`src/rtl/fir_feeder_pkg.sv`:
```
// Shared definitions for the FIR sample feeder: FSM encoding and derived widths.
package fir_feeder_pkg;

  typedef enum logic [1:0] {
    IDLE  = 2'd0,
    ISSUE = 2'd1,
    WAIT  = 2'd2,
    DONE  = 2'd3
  } state_e;

  // Checksum holds up to 2^addr_w results of out_w bits without overflow.
  function automatic int checksum_width(input int out_w, input int addr_w);
    return out_w + addr_w + 1;
  endfunction

endpackage

```
`src/rtl/fir_sample_ram.sv`:
```
// Sample store: synchronous write, asynchronous read, contents not reset.
module fir_sample_ram #(
  parameter int WIDTH  = 8,
  parameter int DEPTH  = 128,
  parameter int ADDR_W = 7
) (
  input  logic              clk,
  input  logic              we,
  input  logic [ADDR_W-1:0] waddr,
  input  logic [WIDTH-1:0]  wdata,
  input  logic [ADDR_W-1:0] raddr,
  output logic [WIDTH-1:0]  rdata
);

  logic [WIDTH-1:0] mem [DEPTH];

  always_ff @(posedge clk) begin
    if (we) mem[waddr] <= wdata;
  end

  assign rdata = mem[raddr];

endmodule

```
`src/rtl/fir_sample_feeder.sv`:
```
// Issues a block of stored samples to the serial FIR filter one at a time,
// captures each result with its index and accumulates a checksum.
module fir_sample_feeder
  import fir_feeder_pkg::*;
#(
  parameter int WIDTH     = 8,
  parameter int OUT_WIDTH = 22,
  parameter int DEPTH     = 128,
  parameter int ADDR_W    = 7,
  parameter int TIMEOUT   = 255
) (
  input  logic                     clk,
  input  logic                     rst,
  input  logic                     wr_en,
  input  logic [ADDR_W-1:0]        wr_addr,
  input  logic [WIDTH-1:0]         wr_data,
  input  logic                     start,
  input  logic [ADDR_W:0]          num_samples,
  output logic [WIDTH-1:0]         fir_input,
  output logic                     input_valid,
  input  logic                     output_valid,
  input  logic [OUT_WIDTH-1:0]     fir_output,
  output logic                     res_valid,
  output logic [OUT_WIDTH-1:0]     res_data,
  output logic [ADDR_W-1:0]        res_index,
  output logic [OUT_WIDTH+ADDR_W:0] checksum,
  output logic                     busy,
  output logic                     done,
  output logic                     timeout_err,
  output logic                     spurious_err,
  output state_e                   dbg_state
);

  localparam int CSUM_W  = checksum_width(OUT_WIDTH, ADDR_W);
  localparam int TIMER_W = $clog2(TIMEOUT + 1);

  // Handshake: input_valid is a one-cycle strobe with fir_input stable for
  // that cycle; the filter answers with a one-cycle output_valid, which is
  // only accepted in WAIT. There is no backpressure in either direction.

  state_e              state;
  logic [ADDR_W-1:0]   idx;
  logic [ADDR_W:0]     n_samp;
  logic [TIMER_W-1:0]  timer;
  logic [ADDR_W:0]     n_clamped;
  logic                last_sample;
  logic [ADDR_W-1:0]   rd_addr;
  logic [WIDTH-1:0]    rd_data;
  logic                ram_we;

  assign input_valid = (state == ISSUE);
  assign busy        = (state != IDLE);
  assign dbg_state   = state;
  assign ram_we      = wr_en && (state == IDLE);

  always_comb begin
    n_clamped   = num_samples;
    if (num_samples > (ADDR_W+1)'(DEPTH)) n_clamped = (ADDR_W+1)'(DEPTH);
    last_sample = (({1'b0, idx} + (ADDR_W+1)'(1)) == n_samp);
    // In IDLE the read port presents sample 0 for the start load;
    // otherwise it looks one ahead for the next reload.
    rd_addr     = (state == IDLE) ? '0 : idx + ADDR_W'(1);
  end

  fir_sample_ram #(
    .WIDTH  (WIDTH),
    .DEPTH  (DEPTH),
    .ADDR_W (ADDR_W)
  ) u_ram (
    .clk   (clk),
    .we    (ram_we),
    .waddr (wr_addr),
    .wdata (wr_data),
    .raddr (rd_addr),
    .rdata (rd_data)
  );

  always_ff @(posedge clk or negedge rst) begin
    if (!rst) begin
      state        <= IDLE;
      idx          <= '0;
      n_samp       <= '0;
      timer        <= '0;
      fir_input    <= '0;
      res_valid    <= 1'b0;
      res_data     <= '0;
      res_index    <= '0;
      checksum     <= '0;
      done         <= 1'b0;
      timeout_err  <= 1'b0;
      spurious_err <= 1'b0;
    end else begin
      res_valid <= 1'b0;
      done      <= 1'b0;
      case (state)
        IDLE: begin
          if (start) begin
            timeout_err  <= 1'b0;
            spurious_err <= 1'b0;
            if (num_samples != '0) begin
              n_samp    <= n_clamped;
              idx       <= '0;
              checksum  <= '0;
              fir_input <= rd_data;
              state     <= ISSUE;
            end else begin
              done <= 1'b1;
            end
          end
        end
        ISSUE: begin
          timer <= '0;
          state <= WAIT;
        end
        WAIT: begin
          timer <= timer + TIMER_W'(1);
          // A result arriving on the final WAIT cycle beats the timeout.
          if (output_valid) begin
            res_data  <= fir_output;
            res_index <= idx;
            res_valid <= 1'b1;
            checksum  <= checksum + CSUM_W'(fir_output);
            if (last_sample) begin
              done  <= 1'b1;
              state <= DONE;
            end else begin
              idx       <= idx + ADDR_W'(1);
              fir_input <= rd_data;
              state     <= ISSUE;
            end
          end else if (timer == TIMER_W'(TIMEOUT - 1)) begin
            timeout_err <= 1'b1;
            done        <= 1'b1;
            state       <= DONE;
          end
        end
        DONE: begin
          state <= IDLE;
        end
        default: state <= IDLE;
      endcase
      if (output_valid && (state != WAIT)) spurious_err <= 1'b1;
    end
  end

endmodule

```
`config.mk`:
```
export PLATFORM = sky130hd
export DESIGN_NAME = fir_sample_feeder
export DESIGN_NICKNAME = d
export VERILOG_FILES = /design/src/rtl/fir_feeder_pkg.sv /design/src/rtl/fir_sample_ram.sv /design/src/rtl/fir_sample_feeder.sv
export SDC_FILE = /design/constraint.sdc
export NUM_CORES = 1
export LEC_CHECK = 0
export ABC_AREA = 1
export BUFFER_PORTS_ARGS = -buffer_cell sky130_fd_sc_hd__buf_4
export CAP_MARGIN = 20
export CORE_MARGIN = 10
export CORE_UTILIZATION = 50
export CTS_CLUSTER_DIAMETER = 40
export CTS_CLUSTER_SIZE = 28
export DETAILED_ROUTE_END_ITERATION = 16
export GPL_ROUTABILITY_DRIVEN = 0
export GPL_TIMING_DRIVEN = 0
export PLACE_DENSITY_LB_ADDON = 0.25
export SYNTH_ARGS = -nofsm -noshare
export SYNTH_HDL_FRONTEND = slang
export SYNTH_HIERARCHICAL = 1
export SYNTH_SLANG_ARGS = --single-unit
```
`constraint.sdc`:
```
create_clock -name clk -period 4.2 [get_ports clk]
set_input_delay 0.84 -clock clk [delete_from_list [all_inputs] [get_ports clk]]
set_output_delay 0.84 -clock clk [all_outputs]
set_load 0.02 [all_outputs]
```
==> out/results.ini <==
[critical_path]
cp_num_cells = 9
crit_family = buffers and inverters
path_max_fanout = 10
start_kind = flop
end_kind = flop
crit_type = reg2reg
path_buf_inv = 5
cpMaxStageDelayCell = nor2_1
path_cells = inv_1 -> ha_1 -> clkbuf_1 -> nand2_1 -> inv_1 -> clkbuf_1 -> nand2_1 -> clkbuf_1 -> nor2_1
slowest_delay_ns = 0.87
required_ns = 4.56
crit_top_cell = clkbuf_1
crit_arrival_ns = 4.72
rr_worst_depth = 9

[yosys]
synth_compound_area_frac = 0.0120
yosys.area_share.adder = 0.00776
synth_mux_area_frac = 0
avgSynthCellArea_um2 = 10.9
synth_top_family_by_area = simple AND/OR/NAND/NOR gates
yosys.area.top_type = edfxtp_1
yosysWarnings = 6
synth_xor_area_frac = 0.00147
ys_ff_latch = 1120
synth_cell_types = 40
syn_inst = 4392
synth_fp_nets = 4471
ys_top_cells_by_area = edfxtp_1 64%, nand2_1 12%, nand3_1 10%
synthSimpleGateAreaFrac = 0.246
synth_top_area_frac = 0.644
yosysSeqAreaShare = 0.694
synth_area_um2 = 47700

[pwr]
ir_worst_vdd_mv = 0.424
powerDensity_nw_per_um2 = 716
p_leak_nw = 21.0

[drt]
via_per_inst = 5.83
drt_iter0_drc = 5107
final_antenna_net_count = 0
route.vias.total = 35320
drc = 0
firstDrtPassIters = 6
totalWireLength_mm = 151
wl_per_cell_um = 25.0

[sta]
setup_violations = 56
fmax_mhz = 230
slew_violations = 0
finClkSkew_ns = 0.0451
hold_viol_final = 0
grt_setup_unrepaired = true
slew_headroom = 0.163
fin_crit_sh = 1.04
tightest_slew_ns = 1.26
whs_ns = 0.303
tns_ns = -3.96
final.min_clock_period_ns = 4.36
layout_setup_ws_ns = -0.157

[final_layout]
layout-drive-gt1-share = 0.130
synthToLayoutAreaGrowth_pct = 16.1
seqCellArea_um2 = 33200
multi_input_area_um2 = 12900
diodes = 0
layout.nets = 4759
fill_cells = 7718
finish.utilization = 0.584

[cts]
clock_sinks = 1120
clk_latency_ns = 0.77
htree_num_levels = 4
cts_tree = yes
path_clk_slew_ns = 0.06
cts_inserted_buffers = 136
cts_max_path_buffers = 3
clock-root-buffer = clkbuf_16

[floorplanning]
start_util = 0.503
die_area_um2 = 108000
io-pin-count = 125
core_um2 = 94900
die_w_um = 329
die_h_um = 329
row_count = 113

[placement]
port-buffer-count = 124
pre_cts_ws_ns = -0.213
dp_hpwl_mm = 106

[outcome]
failed_checks = negative setup slack
status = complete, but fails checks

[global_routing]
antenna_found_initial = 2
first_global_vias = 32642
grt_max_degree = 92
grt_usage = 0.276
grt_pass1_wl_mm = 218
grt_overflow = 0

[min_path]
hold_path.class = in2reg
hold_depth = 3

[flow_run]
drv_cap = 0

-- cells by family (layout without fill, tap and decap cells) --
family | after synthesis | after routing
xor gates and xnor gates | 8 | 8
adders and majority gates | 29 | 29
buffers and inverters | 358 | 756
DFF | 1120 | 1120
and+or+nand+nor | 2771 | 2771
AOI/OAI and AO/OA | 106 | 106
-- report_power, final --
part / internal [mW] / leakage, nW / switching [mW] / total [mW]
Combinational: 4.28 / 8.36 / 10.9 / 15.2
Sequential: 12.5 / 10.5 / 0.208 / 12.7
Clock: 7.10 / 2.21 / 4.71 / 11.8
-- registers in the layout, indices dropped and copies added (netlist names), 2 cells and up --
register,cells
timer,8
res_index,7
checksum,30
u_ram/mem,1024
idx,7
dbg_state,2
n_samp,8
res_data,22
fir_input,8
-- timing repair --
action / 4_1_cts / 5_1_grt
setup buffers: 0 / 1
pin swaps: 0 / 2
endpoints found under the setup margin: 95 / 427
hold buffers: 1 / 0
hold endpoints to repair: 15 / 0
resized for setup: 11 / 55
-- tightest hold or removal path: cells and delay by family --
family        cells  cell delay [ns]
buf+inv           1             0.09
simple gates      2             0.08
-- cells in the mapped netlist --
cell type	count
a31oi_1	1
nand4_1	9
o21ai_2	1
edfxtp_1	1024
o21ai_1	1
xnor2_1	5
inv_2	4
xor2_1	3
nor4_1	2
nand3_2	1
nand2_1	1519
a22o_1	1
nor2_1	220
buf_6	23
nand2_2	3
o21bai_1	3
o21ai_0	46
ha_1	28
buf_1	15
fa_1	1
inv_1	105
a21oi_1	42
o22ai_1	3
nor2_2	3
inv_8	1
o31ai_1	3
nand3b_1	1
nand2_4	1
buf_2	125
o41ai_1	2
o21a_1	1
dfrtp_1	96
clkbuf_1	44
a21boi_0	2
nor3_1	18
nor3b_1	2
nand3_1	988
nand3_4	1
and2_1	3
buf_4	41
-- placed cells by master (no fill, tap or decap), types with 3 or more instances in the layout --
cell,Yosys,final
inv_1,105,105
nand3_1,988,988
o21ai_0,46,46
xnor2_1,5,5
and2_1,3,3
clkinvlp_4,0,12
clkinv_1,0,16
xor2_1,3,3
clkinv_8,0,5
nor2_2,3,49
o22ai_1,3,3
inv_2,4,4
nand2_2,3,3
nor3_1,18,18
buf_8,0,3
clkbuf_2,0,8
clkbuf_8,0,3
bufinv_16,0,13
edfxtp_1,1024,1024
nor2_1,220,173
clkinv_2,0,15
clkbuf_16,0,142
buf_2,125,125
inv_6,0,20
buf_4,41,167
buf_16,0,10
a21oi_1,42,42
ha_1,28,28
o21bai_1,3,3
nand4_1,9,9
o31ai_1,3,3
dfrtp_1,96,96
inv_8,1,3
clkbuf_1,44,57
buf_6,23,33
nand2_1,1519,1519
buf_1,15,12
-- metal layers --
| metal | routed length [µm] | vias up | global-route usage |
|---|---|---|---|
| met4 | 8630 | 2 | 0.146 |
| met5 | 11 | - | 0 |
| met3 | 19800 | 406 | 0.0803 |
| met2 | 66300 | 2225 | 0.412 |
| met1 | 56600 | 16863 | 0.362 |
| li1 | - | 15824 | - |
-- metrics by stage --
stage               power, mW  std cells  instance area (µm²)
floorplan                21.9       4392                47700
global placement         27.3       5781                50300
detailed placement       27.5       5801                50700
CTS                      39.3       6050                55300
global route             41.3       6055                55400
finish                   39.7       6055                55400
-- path summary, 6_finish.rpt --
check                      slack (ns)            from               end
min                              0.30  fir_output[14]      res_data[14]
max                             -0.16    dbg_state[0]  u_ram/mem[54][7]
min reg2reg                      0.47    fir_input[4]      fir_input[4]
min in group asynchronous        0.56             rst      res_data[13]
max reg2reg                     -0.16    dbg_state[0]  u_ram/mem[54][7]
max in group asynchronous        2.94             rst         n_samp[6]
-- cell type report --
class                   count  area share
well taps                1265      0.0286
inverters                 110     0.00758
flip-flops and latches   1120       0.598
clock buffers             163      0.0661
repair buffers            150      0.0251
plain buffers             248      0.0257
clock inverters            85      0.0165
multi-input cells        2914       0.232
(Power assumes the default switching activity.)
